**config.mk**
```make
export PLATFORM = sky130hd
export DESIGN_NAME = arr_mult_4bit
export DESIGN_NICKNAME = d
export VERILOG_FILES = /design/src/rtl/arr_mult_4bit_pkg.sv /design/src/rtl/arr_mult_4bit_full_adder.sv /design/src/rtl/arr_mult_4bit.sv
export SDC_FILE = /design/constraint.sdc
export NUM_CORES = 1
export LEC_CHECK = 0
export ABC_CLOCK_PERIOD_IN_PS = 800
export CAP_MARGIN = 20
export CORE_AREA = 2 2 39 41
export CTS_BUF_LIST = sky130_fd_sc_hd__clkbuf_16
export DETAILED_ROUTE_END_ITERATION = 8
export DIE_AREA = 0 0 41 43
export PLACE_DENSITY_LB_ADDON = 0.05
export SETUP_SLACK_MARGIN = 0.2
export SLEW_MARGIN = 20
export SYNTH_ARGS = -nofsm -noshare
export SYNTH_HDL_FRONTEND = slang
export SYNTH_HIERARCHICAL = 1
export SYNTH_SLANG_ARGS = --single-unit
```
**constraint.sdc**
```tcl
create_clock -name clk -period 0.8 [get_ports clk]
set_input_delay 0.12 -clock clk [delete_from_list [all_inputs] [get_ports clk]]
set_output_delay 0.12 -clock clk [all_outputs]
set_load 0.05 [all_outputs]
```
**src/rtl/arr_mult_4bit_pkg.sv**
```systemverilog
// Shared width constants for the 4x4 unsigned array multiplier.
package arr_mult_4bit_pkg;
    localparam int OP_W   = 4;
    localparam int PROD_W = 8;
endpackage

```
**src/rtl/arr_mult_4bit_full_adder.sv**
```systemverilog
// One-bit full adder cell; used as a half adder by tying cin low.
module arr_mult_4bit_full_adder (
    input  logic a,
    input  logic b,
    input  logic cin,
    output logic s,
    output logic cout
);
    always_comb begin
        s    = a ^ b ^ cin;
        cout = (a & b) | (a & cin) | (b & cin);
    end
endmodule

```
**src/rtl/arr_mult_4bit.sv**
```systemverilog
// Unsigned 4x4 array multiplier: AND partial products reduced by three ripple
// rows of adder cells, with the 8-bit product registered once (async clear).
module arr_mult_4bit
    import arr_mult_4bit_pkg::*;
(
    input  logic              clk,
    input  logic              rst_n,
    input  logic [OP_W-1:0]   a,
    input  logic [OP_W-1:0]   b,
    output logic [PROD_W-1:0] prod
);
    logic [OP_W-1:0][OP_W-1:0] pp;
    logic [3:1][OP_W-1:0]      upper;
    logic [3:1][OP_W-1:0]      sum;
    logic [3:1][OP_W-1:0]      co;
    logic [PROD_W-1:0]         prod_d;
    logic [PROD_W-1:0]         prod_q;

    // pp[i][j] weights bit i+j
    always_comb begin
        for (int i = 0; i < OP_W; i++) begin
            for (int j = 0; j < OP_W; j++) begin
                pp[i][j] = a[j] & b[i];
            end
        end
    end

    // Each row adds the previous row's upper sums and carry-out (shifted down
    // one weight) to its own partial-product word.
    always_comb begin
        upper[1] = {1'b0, pp[0][3:1]};
        upper[2] = {co[1][3], sum[1][3:1]};
        upper[3] = {co[2][3], sum[2][3:1]};
    end

    for (genvar r = 1; r <= 3; r++) begin : g_row
        for (genvar c = 0; c < OP_W; c++) begin : g_cell
            logic cin;
            if (c == 0) begin : g_lsb
                assign cin = 1'b0;
            end else begin : g_chain
                assign cin = co[r][c-1];
            end
            arr_mult_4bit_full_adder u_fa (
                .a    (pp[r][c]),
                .b    (upper[r][c]),
                .cin  (cin),
                .s    (sum[r][c]),
                .cout (co[r][c])
            );
        end
    end

    always_comb begin
        prod_d = {co[3][3], sum[3], sum[2][0], sum[1][0], pp[0][0]};
    end

    // ---- output register stage ----
    always_ff @(posedge clk or negedge rst_n) begin
        if (!rst_n) begin
            prod_q <= '0;
        end else begin
            prod_q <= prod_d;
        end
    end

    assign prod = prod_q;
endmodule

```
==> flow_metrics.env, run 1 <==
export IMPL_outcome="finished, violations left"
export IMPL_violations="setup timing"
export IMPL_clock_sinks=8
export IMPL_layout_commonest_cell="and2_1"
export IMPL_vias=386
export IMPL_drc=0
export IMPL_die_x_um=41
export IMPL_clk_pin_slew_ns=0.04
export IMPL_dp_hpwl_um=962
export IMPL_cellPowerDensity_mw_per_mm2=2920
export IMPL_setup_viol=14
export IMPL_grt_total_usage_pct=17.3
export IMPL_overflow=0
export IMPL_die_h_um=43
export IMPL_gp_congestion=0.736
export IMPL_placedInstanceArea_sq_um=922
export IMPL_nFillCells=94
export IMPL_max_vdd_ir_drop_mv=1.43
export IMPL_root_buffer="clkbuf_16"
export IMPL_first_iter_violations=5
export IMPL_dp_slack_ns=-3.40
export IMPL_startpoint="a[1]"
export IMPL_syn_area_per_cell_sq_um=14.7
export IMPL_largest_register_ffs=8
export IMPL_synth_cells=37
export IMPL_min_period_ns=3.53
export IMPL_htreeDepth=1
export IMPL_grt_start_max_net_pins=9
export IMPL_ys_seq_area_share_pct=36.8
export IMPL_dr_pass1_iters=4
export IMPL_p_leak_nw=0.445
export IMPL_cts_tree="yes"
export IMPL_drt_total_wl_mm=1.10
export IMPL_avgRoutedWirePerCell_um=12.8
export IMPL_worstSetupEndpointType="flop"
export IMPL_vias_per_cell=4.49
export IMPL_fmax_mhz=283
export IMPL_synth_area_sq_um=544
export IMPL_period_share_pct=442
export IMPL_grt_pass1_wl_mm=1.92
export IMPL_cts_buffers=3
export IMPL_start_util_pct=39.3
export IMPL_die_area_sq_mm=0.00176
export IMPL_yosysWarnings=6
export IMPL_drive_gt1_share_pct=62.9
export IMPL_synth_top_area_share_pct=44.1
export IMPL_ant_nets=0
export IMPL_cap_violations=0
export IMPL_final_area_sq_mm=0.00101
export IMPL_synthToLayoutAreaGrowth_pct=84.8
export IMPL_num_antenna_cells=0
export IMPL_fin_nets=93
export IMPL_setup_ws_ns=-2.73
export IMPL_hold_viol=0
export IMPL_placed_cells=81
export IMPL_ioPinCount=18
export IMPL_min_path_type="input pin to asynchronous set/reset pin"
export IMPL_stdcell_count=86
export IMPL_synth_area_leaders="fa_1 44%, dfrtp_1 37%, and2_1 18%, conb_1 0.69%"
export IMPL_cp_max_fo=2
export IMPL_clock_tree_buffer_depth=2
export IMPL_core_area_sq_mm=0.00138
export IMPL_ys_seq_elements=8
export IMPL_worstPathRequired_ns=0.89
export IMPL_port_buffers=17
export IMPL_core_rowCount=14
export IMPL_critPathKind="input pin to flop"
export IMPL_slew_viol_final=0
export IMPL_grt_pass1_vias=452
export IMPL_antenna_found_initial=0
export IMPL_arrival_ns=3.62
export IMPL_hold_ws_ns=0.165
export IMPL_yosysTopAreaCell="fa_1"
export IMPL_start_kind="input pin"
export IMPL_endpoint="prod[6]"
export IMPL_rsz0062_at_grt="true"
export IMPL_layout_common_cells="12 x and2_1, 9 x fa_2, 9 x buf_4"
export IMPL_fin_tns_setup_ns=-13.14
export IMPL_synth_cell_types=4
[critical path, stage by stage]
cell,delay [ns]
buf_6,0.09
and2_4,0.15
fa_2,0.38
fa_2,0.36
fa_2,0.57
fa_2,0.45
fa_2,0.36
fa_2,0.35
fa_2,0.34
fa_1,0.45
[Yosys cell counts]
| cell | instances |
|---|---|
| conb_1 | 1 |
| dfrtp_1 | 8 |
| fa_1 | 12 |
| and2_1 | 16 |
[worst min-delay path by stage]
stage,from,to,slack (ns),depth (start not counted)
after floorplan,rst_n,prod[0],-0.18,0
after detailed placement,rst_n,prod[6],0.42,1
final,rst_n,prod[4],0.17,1
after global placement,rst_n,prod[6],0.40,1
after CTS,rst_n,prod[4],0.18,1
after global routing,rst_n,prod[4],0.19,1
[through the flow]
step	utilization (%)	total power (W)
finish	72.7	0.00294
global route	72.7	0.00310
CTS	72.2	0.00297
detailed placement	66.6	0.00212
global placement	66.6	0.00205
floorplan	-	0.00132
[repair_timing]
action / CTS / global route
buffers inserted: 1 / 0
pin swaps: 12 / 5
setup endpoints to repair: 16 / 15
gates resized for setup: 19 / 1
hold buffers: 0 / 0
[cells by family (layout without fill, tap and decap cells)]
group	after synthesis	after routing	synth area share, %
adder cells (fa/ha/maj)	12	12	44.1
buffers and inverters	0	30	0
flip-flops	8	8	36.8
other	1	4	0.689
AND/OR/NAND/NOR	16	16	18.4
[cell type report]
cell class	count	area, sq um	area share [%]
Clock buffer	3	75.1	7.46
Tap cell	16	20.0	1.99
Timing Repair Buffer	26	310	30.8
Sequential cell	8	209	20.8
Multi-Input combinational cell	32	388	38.6
Clock inverter	1	3.75	0.373
[report_power, final]
| group | switching, W | leakage [nW] | internal (W) | total [W] |
|---|---|---|---|---|
| clock | 0.000190 | 0.0423 | 0.000650 | 0.000840 |
| combinational | 0.000708 | 0.314 | 0.000727 | 0.00144 |
| sequential | 0.000106 | 0.0890 | 0.000557 | 0.000663 |
| total | 0.00100 | 0.445 | 0.00193 | 0.00294 |
[per-layer routing]
metal | share of wire, % | global-route usage [%] | up-vias
met4 | 1.2 | 8.00 | 0
met3 | 6.2 | 4.71 | 2
met1 | 30 | 17.8 | 196
li1 | - | - | 171
met2 | 62 | 30.0 | 17
met5 | 0 | 0 | -
No activity file was read; power rests on OpenSTA's default activity.
==> run 2, diff against run 1 <==
- SLEW_MARGIN: 20 -> 25
==> results of run 2 <==
The final DEF is identical to that of run 1; final timing and power are the same.
